$ cat src/rtl/apb_slave_regbank.sv
// APB completer: word-addressed register bank with per-transfer wait states,
// out-of-range error reporting and a saturating error counter.
module apb_slave_regbank #(
    parameter int unsigned DATA_WIDTH = 16,
    parameter int unsigned ADDR_WIDTH = 16,
    parameter int unsigned MEM_DEPTH  = 16,
    parameter int unsigned WAIT_WIDTH = 4
) (
    input  logic                  i_pclk,
    input  logic                  i_prst,
    input  logic                  i_psel,
    input  logic                  i_pen,
    input  logic                  i_pwrite,
    input  logic [ADDR_WIDTH-1:0] i_paddr,
    input  logic [DATA_WIDTH-1:0] i_pwr_data,
    input  logic [WAIT_WIDTH-1:0] i_wait_cfg,
    output logic                  o_pready,
    output logic [DATA_WIDTH-1:0] o_prdata,
    output logic                  o_pslver,
    output logic [7:0]            o_err_count
);
    localparam int unsigned IDX_W = (MEM_DEPTH > 1) ? $clog2(MEM_DEPTH) : 1;

    typedef enum logic [1:0] {StIdle, StAccess, StResp} state_t;

    state_t                r_state, w_state_d;
    logic [ADDR_WIDTH-1:0] r_addr, w_addr_d;
    logic                  r_write, w_write_d;
    logic [DATA_WIDTH-1:0] r_wdata, w_wdata_d;
    logic [WAIT_WIDTH-1:0] r_cnt, w_cnt_d;
    logic                  r_pready, w_pready_d;
    logic                  r_pslver, w_pslver_d;
    logic [DATA_WIDTH-1:0] r_prdata, w_prdata_d;
    logic [7:0]            r_err_count, w_err_count_d;
    logic [DATA_WIDTH-1:0] r_mem [MEM_DEPTH];

    logic                  w_err;
    logic                  w_mem_we;
    logic [IDX_W-1:0]      w_idx;

    // Full-width compare so high address bits never alias onto a valid word.
    assign w_err = (32'(r_addr) >= MEM_DEPTH);
    assign w_idx = r_addr[IDX_W-1:0];

    always_comb begin
        w_state_d     = r_state;
        w_addr_d      = r_addr;
        w_write_d     = r_write;
        w_wdata_d     = r_wdata;
        w_cnt_d       = r_cnt;
        w_pready_d    = 1'b0;
        w_pslver_d    = 1'b0;
        w_prdata_d    = r_prdata;
        w_err_count_d = r_err_count;
        w_mem_we      = 1'b0;
        unique case (r_state)
            StIdle: begin
                if (i_psel && !i_pen) begin
                    w_addr_d  = i_paddr;
                    w_write_d = i_pwrite;
                    w_wdata_d = i_pwr_data;
                    w_cnt_d   = i_wait_cfg;
                    w_state_d = StAccess;
                end
            end
            StAccess: begin
                if (!i_psel) begin
                    w_state_d = StIdle;
                end else if (!i_pen) begin
                    w_cnt_d = r_cnt;
                end else if (r_cnt != '0) begin
                    w_cnt_d = r_cnt - 1'b1;
                end else begin
                    w_pready_d = 1'b1;
                    w_pslver_d = w_err;
                    if (w_err) begin
                        if (!r_write) begin
                            w_prdata_d = '0;
                        end
                        if (r_err_count != 8'hFF) begin
                            w_err_count_d = r_err_count + 8'd1;
                        end
                    end else if (r_write) begin
                        w_mem_we = 1'b1;
                    end else begin
                        w_prdata_d = r_mem[w_idx];
                    end
                    w_state_d = StResp;
                end
            end
            StResp: begin
                w_state_d = StIdle;
            end
            default: begin
                w_state_d = StIdle;
            end
        endcase
    end

    always_ff @(posedge i_pclk) begin
        if (i_prst) begin
            r_state     <= StIdle;
            r_addr      <= '0;
            r_write     <= 1'b0;
            r_wdata     <= '0;
            r_cnt       <= '0;
            r_pready    <= 1'b0;
            r_pslver    <= 1'b0;
            r_prdata    <= '0;
            r_err_count <= '0;
            for (int unsigned i = 0; i < MEM_DEPTH; i++) begin
                r_mem[i] <= '0;
            end
        end else begin
            r_state     <= w_state_d;
            r_addr      <= w_addr_d;
            r_write     <= w_write_d;
            r_wdata     <= w_wdata_d;
            r_cnt       <= w_cnt_d;
            r_pready    <= w_pready_d;
            r_pslver    <= w_pslver_d;
            r_prdata    <= w_prdata_d;
            r_err_count <= w_err_count_d;
            if (w_mem_we) begin
                r_mem[w_idx] <= r_wdata;
            end
        end
    end

    assign o_pready    = r_pready;
    assign o_pslver    = r_pslver;
    assign o_prdata    = r_prdata;
    assign o_err_count = r_err_count;

endmodule

$ cat config.mk
export PLATFORM = sky130hd
export DESIGN_NAME = apb_slave_regbank
export DESIGN_NICKNAME = d
export VERILOG_FILES = /design/src/rtl/apb_slave_regbank.sv
export SDC_FILE = /design/constraint.sdc
export NUM_CORES = 1
export LEC_CHECK = 0
export ABC_AREA = 1
export CORE_ASPECT_RATIO = 1.1
export CORE_MARGIN = 3
export CORE_UTILIZATION = 60
export DETAILED_ROUTE_END_ITERATION = 10
export PLACE_DENSITY = 0.75
export SLEW_MARGIN = 25
export SYNTH_ARGS = -nofsm -noshare
export SYNTH_HDL_FRONTEND = slang
export SYNTH_SLANG_ARGS = --single-unit
$ cat constraint.sdc
create_clock -name i_pclk -period 3.5 [get_ports i_pclk]
set_input_delay 0.7 -clock i_pclk [delete_from_list [all_inputs] [get_ports i_pclk]]
set_output_delay 0.7 -clock i_pclk [all_outputs]
set_load 0.02 [all_outputs]
==> results of run 1 <==
==> per-stage QoR <==
step	util	total power [mW]
detailed placement	0.656	5.14
floorplan	-	4.87
global placement	0.656	5.12
finish	0.703	8.63
CTS	0.703	8.64
global route	0.703	8.88
==> registers in the layout, indices dropped and copies added (netlist names), named ones only <==
register     cells
r_cnt            4
o_pslver         1
o_prdata        16
r_write          1
r_wdata         16
r_mem          256
r_state          2
r_addr          16
o_pready         1
o_err_count      8
==> routing by layer <==
| layer | vias up | share of wire |
|---|---|---|
| li1 | 5047 | - |
| met1 | 5124 | 0.37 |
| met2 | 515 | 0.50 |
| met3 | 131 | 0.076 |
| met4 | 0 | 0.048 |
| met5 | - | 0 |
==> report_power, final <==
part | switching, mW | leakage, nW | internal, mW | total [mW]
logic | 0.526 | 2.18 | 0.189 | 0.715
registers | 0.0700 | 3.21 | 4.29 | 4.36
clock network | 1.43 | 0.531 | 2.13 | 3.56
==> kinds of logic after synthesis <==
group,Yosys count,share of synthesized area
xor gates and xnor gates,5,0.00306
DFF,325,0.633
buffers and inverters,151,0.0462
AOI/OAI and AO/OA,93,0.0327
adders and majority gates,2,0.00175
and+or+nand+nor,896,0.284
==> path summary, 6_finish.rpt <==
kind	endpoint	depth (start not counted)
setup / recovery	r_mem[9][13]	8
hold / removal	o_prdata[13]	2
setup reg to reg	r_mem[9][13]	11
hold reg to reg	o_prdata[13]	2
==> layout by cell type, fill, tap and decap left out, drive strengths merged, types with 2 or more instances in the layout <==
cell type	count
nand2	322
nor2	295
edfxtp	256
nand3	247
dfxtp	69
clkdlybuf4s50	66
a21oi	49
clkbuf	45
o21ai	42
buf	38
inv	30
clkinv	28
nand4	24
nor3	6
bufinv	4
xor2	3
xnor2	2
ha	2
==> area by class of cell <==
| type | instances | area, µm² | area share |
|---|---|---|---|
| timing repair buffer | 104 | 958 | 0.0589 |
| sequential | 325 | 9070 | 0.558 |
| tap | 300 | 375 | 0.0231 |
| clock buffer | 45 | 913 | 0.0561 |
| inverter | 46 | 174 | 0.0107 |
| clock inverter | 16 | 175 | 0.0108 |
| multi-input combinational | 996 | 4600 | 0.283 |
==> worst max-delay path: cells and delay by family <==
| kind | cells | cell delay [ps] |
|---|---|---|
| and+or+nand+nor | 6 | 1430 |
| buffers and inverters | 2 | 760 |
==> impl_metrics.tcl, run 1 <==
set metrics [dict create \
    fin_setup_tns_ps 0 \
    ioPinCount 67 \
    slowest_delay_ps 540 \
    power.static_leakage_nw 5.93 \
    grt_max_degree 98 \
    final_nets 1550 \
    drv_slew 0 \
    drt_iter0_drc 1311 \
    clock_sinks 325 \
    hp-start "o_prdata[13]" \
    die_h_um 168 \
    met1_usage 0.359 \
    grt_pass1_vias 10300 \
    post-dp-hpwl_mm 23.1 \
    post-route-min-period_ps 2780 \
    yosysMostFrequentCell "nand2_1" \
    crit_arrival_ps 2910 \
    synthFlopType "edfxtp_1" \
    drv_cap 0 \
    cp_max_fo 16 \
    reg2reg_from "r_cnt[0]" \
    rsz0062_at_grt "false" \
    dp_cells 1771 \
    synth.top_cell.area_share 0.536 \
    core_area_um2 23100 \
    cts_root_buf "clkbuf_16" \
    design_area_um2 16300 \
    finalWorstSetupSlack_ps 723 \
    grt_overflow 0 \
    cp_cell_sequence "clkdlybuf4s50_1, nand3_2, nor3_4, nand2_4, nor2_8, buf_4, nand4_2, nand2_1" \
    cts_resized 0 \
    drcViolationCount 0 \
    status "complete, no violations" \
    synthCells 1472 \
    final_cells 1832 \
    crit_required_ps 3630 \
    finalSetupViolCount 0 \
    synth_common_cells "nand2_1 (321), nor2_1 (257), edfxtp_1 (256)" \
    slowest_stage "nand2_1" \
    n_fill_cell 1677 \
    synth_cell_type_count 31 \
    cts.path.max_buffers 3 \
    synth-edff-count 256 \
    diodes 0 \
    timing.hold.ws_ps 463 \
    cts_max_level 2 \
    cts_tree "done" \
    fin_worst_skew_ps 29.7 \
    grt_first_pass_wirelength_mm 55.6 \
    setup.worst_path.class "input port to register" \
    start_util 0.619 \
    grtUsageTotal 0.281 \
    vias 10800 \
    yosysWarningCount 0 \
    cp-start-kind "input port" \
    synth_area_leaders "edfxtp_1 (54%), dfxtp_1 (9.6%), nand3_1 (8.6%)" \
    syn_avg_cell_area_um2 9.74 \
    finalWirelength_mm 36.4 \
    endpoint_kind "register" \
    antenna_found_initial 0 \
    insertion_delay_ps 520 \
    wire_per_inst_um 19.9 \
    clock.fmax_mhz 360 \
    fin_crit_sh 0.793 \
    drtAntennaViolNets 0 \
    powerDensity_nw_per_um2 531 \
    min_path_type "register to register" \
    first_pass_iters 6 \
    via_per_inst 5.90 \
    ir_drop_mv 0.484 \
    synthToLayoutAreaGrowth_pct 13.5 \
    cts_hold_repair.buffers 0 \
    startpoint "i_psel" \
    ff2ff_setup_slack_ps 760 \
    place.gp.congestion 0.899 \
    clk_pin_slew_worst_paths_ps 60 \
    numCtsBuffers 34 \
    dp_worst_setup_slack_ps 248 \
    chipWidth_um 153 \
    row_count 58 \
    layout-drive-gt1-share 0.0953 \
    syn_nets 1515 \
    worstMarginPinSlew_ps 1100 \
    grt_busiest_layer "met2" \
    synthArstFlopShare 0 \
    final-hold-violation-count 0 \
    place_area_um2 15200 \
    die-area_um2 25800 \
    syn-cell-area_um2 14300 \
    synth_seq_cells 325 \
    cts_setup_buffers 0 \
    ys_seq_area_frac 0.633 \
    yosysTopAreaCell "edfxtp_1" \
    grt_util_met3 0.0347 \
    globalRouteMet2Util 0.483 \
    portBuffers 66 \
    max_slew_margin 0.266 \
]
No activity file was read; power rests on OpenSTA's default activity.
==> run 2: changes to the inputs <==
==> constraint.sdc (replaced) <==
create_clock -name i_pclk -period 2.85 [get_ports i_pclk]
set_input_delay 0.57 -clock i_pclk [delete_from_list [all_inputs] [get_ports i_pclk]]
set_output_delay 0.57 -clock i_pclk [all_outputs]
set_load 0.02 [all_outputs]
==> impl_metrics.tcl, run 2 (same netlist as run 1, synthesis figures left out) <==
set metrics [dict create \
    status "complete, no violations" \
    grt_overflow 0 \
    fin_worst_skew_ps 15.6 \
    chipWidth_um 153 \
    grt_first_pass_wirelength_mm 56.2 \
    drv_cap 0 \
    fin_setup_tns_ps 0 \
    cts_root_buf "clkbuf_16" \
    place.gp.congestion 0.922 \
    final-hold-violation-count 0 \
    grt_pass1_vias 10500 \
    design_area_um2 16500 \
    crit_required_ps 3280 \
    dp_worst_setup_slack_ps 107 \
    reg2reg_depth 8 \
    fin_crit_sh 0.829 \
    ir_drop_mv 0.513 \
    dp_cells 1790 \
    cp-start-kind "register" \
    cp_cell_sequence "clkinv_2, buf_4, nand2_1, nand3_1, nand3_1, nand3_1, nand3_1, a21oi_1" \
    vias 10800 \
    crit_arrival_ps 2800 \
    worstMarginPinSlew_ps 914 \
    cts_max_level 1 \
    max_slew_margin 0.387 \
    first_pass_iters 6 \
    grt_max_degree 69 \
    endpoint_kind "register" \
    slowest_delay_ps 520 \
    p_int_mw 8.02 \
    cts_hold_repair.buffers 0 \
    min_path_type "register to register" \
    final_cells 1847 \
    synthToLayoutAreaGrowth_pct 15.1 \
    timing.hold.ws_ps 463 \
    whs_endpoint "r_addr[7]" \
    drcViolationCount 0 \
    cts_setup_buffers 0 \
    row_count 58 \
    core_area_um2 23100 \
    finalSetupViolCount 0 \
    cpLargestDelayFamily "buffers and inverters" \
    power_frac_clock 0.402 \
    final_common_cell "nand2_1" \
    start_util 0.619 \
    setup.worst_path.class "register to register" \
    ioPinCount 67 \
    final_util 0.713 \
    final_nets 1566 \
    combPwrFrac 0.090 \
    cts.path.max_buffers 3 \
    cp_max_fo 40 \
    finalWorstSetupSlack_ps 487 \
    crit_top_cell "nand3_1" \
    slowest_stage "clkinv_2" \
    hp-start "r_addr[7]" \
    place_area_um2 15500 \
    r2r_end "o_prdata[12]" \
    drtAntennaViolNets 0 \
    post-dp-hpwl_mm 23.6 \
    clock_sinks 325 \
    cts_tree "done" \
    top_register "r_mem" \
    critPathBufInv 2 \
    via_per_inst 5.86 \
    rsz0062_at_grt "false" \
    finalWirelength_mm 37.1 \
    insertion_delay_ps 550 \
    drv_slew 0 \
    final_cell_mix "nand2_1 (321), nor2_1 (257), edfxtp_1 (256)" \
    ff2ff_setup_slack_ps 490 \
    antenna_found_initial 1 \
    grtUsageTotal 0.283 \
    clk_pin_slew_worst_paths_ps 60 \
    numCtsBuffers 31 \
    p_total_mw 10.5 \
    post-route-min-period_ps 2360 \
    whs_path_depth 2 \
    clock.fmax_mhz 423 \
    die-area_um2 25800 \
    cts_resized 0 \
    wire_per_inst_um 20.1 \
    p_seq_frac 0.508 \
    layout-drive-gt1-share 0.108 \
    powerDensity_nw_per_um2 636 \
    power.static_leakage_nw 6.05 \
    drt_iter0_drc 1337 \
    switching_share 0.235 \
    n_fill_cell 1637 \
    die_h_um 168 \
    portBuffers 66 \
    diodes 0 \
    p_sw_mw 2.47 \
    largest_reg_flops 256 \
]
run 2: routing by layer:
metal	track usage	routed length (µm)	share of wire
met2	0.498	18800	0.51
met1	0.348	13400	0.36
met3	0.0352	2990	0.081
met4	0.136	1900	0.051
met5	0	13	0.00035
run 2: power by group through the flow:
stage	sequential [mW]	clock (mW)	combinational (mW)
final	5.33	4.22	0.943
after global routing	5.35	4.43	1.02
after CTS	5.33	4.23	0.933
after detailed placement	5.43	0	0.925
after global placement	5.42	0	0.905
after floorplan	5.40	0	0.578
run 2: final cells by class:
class                      instances  area [µm²]  share of cell area
sequential                       325        9070               0.550
inverter                          46         174              0.0105
clock buffer                      40         830              0.0503
multi-input combinational        996        4600               0.279
clock inverter                    17         210              0.0127
tap                              300         375              0.0227
timing repair buffer             123        1240              0.0750
run 2: worst max path at each step:
stage	from	to	cells past startpoint
floorplan	r_cnt[0]	r_mem[12][0]	12
finish	register	o_prdata[12]	8
global route	register	o_prdata[4]	8
global placement	i_psel	r_mem[2][12]	9
CTS	register	o_prdata[12]	8
detailed placement	i_psel	r_mem[12][1]	9
run 2: worst register-to-register path, cell delays in order, from the launching register on:
cell      delay (ps)
dfxtp_4          480
clkinv_2         520
buf_4            460
nand2_1          100
nand3_1           70
nand3_1          200
nand3_1          160
nand3_1          180
a21oi_1           70
==> run 3: changes to the inputs <==
--- a/config.mk
+++ b/config.mk
@@ -8,9 +8,9 @@
 export ABC_AREA = 1
 export CORE_ASPECT_RATIO = 1.1
 export CORE_MARGIN = 3
-export CORE_UTILIZATION = 60
+export CORE_UTILIZATION = 55
 export DETAILED_ROUTE_END_ITERATION = 10
-export PLACE_DENSITY = 0.75
+export PLACE_DENSITY = 0.73
 export SLEW_MARGIN = 25
 export SYNTH_ARGS = -nofsm -noshare
 export SYNTH_HDL_FRONTEND = slang
==> constraint.sdc (replaced) <==
create_clock -name i_pclk -period 1.9 [get_ports i_pclk]
set_input_delay 0.38 -clock i_pclk [delete_from_list [all_inputs] [get_ports i_pclk]]
set_output_delay 0.38 -clock i_pclk [all_outputs]
set_load 0.02 [all_outputs]
==> impl_metrics.tcl, run 3 (same netlist as run 1, synthesis figures left out) <==
set metrics [dict create \
    status "finished with violations" \
    violations "setup timing" \
    antenna_found_initial 0 \
    post-route-min-period_ps 2130 \
    critPathBufInv 3 \
    diodes 0 \
    fin_crit_sh 1.12 \
    place.gp.congestion 0.918 \
    vias 11500 \
    clock_sinks 325 \
    synthToLayoutAreaGrowth_pct 27.3 \
    final_cell_mix "nand2_1 (304), edfxtp_1 (256), nand3_1 (245)" \
    grt_pass1_vias 10700 \
    final_common_cell "nand2_1" \
    wire_per_inst_um 20.5 \
    clk_pin_slew_worst_paths_ps 60 \
    final_util 0.716 \
    cts.path.max_buffers 3 \
    crit_top_cell "nand2_4" \
    endpoint_kind "register" \
    grt_first_pass_wirelength_mm 58.6 \
    multi_input_area_um2 5580 \
    dp_worst_setup_slack_ps -447 \
    clock.fmax_mhz 470 \
    final-hold-violation-count 0 \
    cts_root_buf "clkbuf_16" \
    via_per_inst 5.90 \
    drv_slew 0 \
    largest_reg_flops 256 \
    grtUsageTotal 0.269 \
    chipWidth_um 160 \
    fin_setup_tns_ps -79360 \
    rsz0062_at_grt "true" \
    cp_max_fo 8 \
    grt_max_degree 65 \
    die-area_um2 28000 \
    insertion_delay_ps 510 \
    power_frac_clock 0.401 \
    finalSetupViolCount 513 \
    crit_required_ps 2110 \
    min_path_type "register to register" \
    p_int_mw 12.2 \
    power.static_leakage_nw 6.57 \
    n_fill_cell 1762 \
    finalWirelength_mm 40.1 \
    row_count 61 \
    worstMarginPinSlew_ps 569 \
    portBuffers 66 \
    drv_cap 0 \
    post-dp-hpwl_mm 23.5 \
    ir_drop_mv 0.545 \
    fin_worst_skew_ps 16.5 \
    regArea_um2 9070 \
    cts_max_level 2 \
    drt_iter0_drc 1602 \
    final_nets 1626 \
    max_slew_margin 0.621 \
    p_sw_mw 3.97 \
    drtAntennaViolNets 0 \
    slowest_stage "dfxtp_2" \
    switching_share 0.245 \
    setup.worst_path.class "register to register" \
    powerDensity_nw_per_um2 889 \
    die_h_um 175 \
    crit_arrival_ps 2340 \
    numCtsBuffers 35 \
    ioPinCount 67 \
    grt_overflow 0 \
    cp_cell_sequence "inv_2, ha_4, inv_2, nor2_4, nand2_4, nor3_4, nand2_4, nor2_8, buf_6, nand4_4, nand2_4" \
    cts_hold_repair.buffers 0 \
    p_seq_frac 0.492 \
    slowest_delay_ps 320 \
    layout-drive-gt1-share 0.201 \
    combPwrFrac 0.106 \
    cpLargestDelayFamily "simple AND/OR/NAND/NOR gates" \
    finalWorstSetupSlack_ps -227 \
    drcViolationCount 0 \
    start_util 0.562 \
    core_area_um2 25500 \
    first_pass_iters 7 \
    top_register "r_mem" \
    cts_tree "done" \
    cp-start-kind "register" \
]
[run 3: repair_timing]
item / CTS / global route
pin swaps: 17 / 6
gates cloned: 6 / 14
endpoints found under the setup margin: 520 / 530
gates resized for setup: 41 / 157
buffers inserted: 2 / 3
[run 3: cell type report]
type | instances | area share
well taps | 346 | 0.0237
clock inverters | 19 | 0.00782
inverters | 46 | 0.00967
repair buffers | 168 | 0.103
multi-input cells | 1007 | 0.306
flip-flops and latches | 325 | 0.497
clock buffers | 44 | 0.0522
[run 3: final timing paths]
check	slack (ps)	startpoint	cells past startpoint	end
setup / recovery	-230	r_cnt[0]	11	r_mem[6][9]
hold / removal	440	r_wdata[2]	2	r_wdata[2]
setup reg to reg	-230	r_cnt[0]	11	r_mem[6][9]
hold reg to reg	440	r_wdata[2]	2	r_wdata[2]
[run 3: per-stage QoR]
| step | cells | power [mW] | hold slack [ps] | area (µm²) |
|---|---|---|---|---|
| 6_report | 1955 | 16.2 | 439 | 18200 |
| 5_1_grt | 1955 | 16.7 | 445 | 18200 |
| 4_1_cts | 1938 | 16.1 | 441 | 17300 |
| 3_5_place_dp | 1867 | 9.70 | 432 | 16000 |
| 3_3_place_gp | 1867 | 9.65 | 428 | 16000 |
| 2_1_floorplan | 1472 | 9.02 | 429 | 14700 |
[run 3: routing by layer]
metal | part of all wire | track usage
met1 | 0.38 | 0.367
met2 | 0.48 | 0.424
met3 | 0.099 | 0.0531
met4 | 0.039 | 0.114
met5 | 0 | 0
[run 3: power groups by stage]
stage / sequential [mW] / clock (mW) / combinational [mW]
6_report: 7.98 / 6.51 / 1.73
5_1_grt: 8.00 / 6.86 / 1.84
4_1_cts: 7.98 / 6.54 / 1.60
3_5_place_dp: 8.13 / 0 / 1.57
3_3_place_gp: 8.12 / 0 / 1.53
2_1_floorplan: 8.10 / 0 / 0.921
[run 3: worst register-to-register path, delay by kind of cell, from the launching register on]
kind | cells | cell delay, ps
simple gates | 7 | 1110
flops | 1 | 320
fa+ha+maj | 1 | 140
buf+inv | 3 | 270
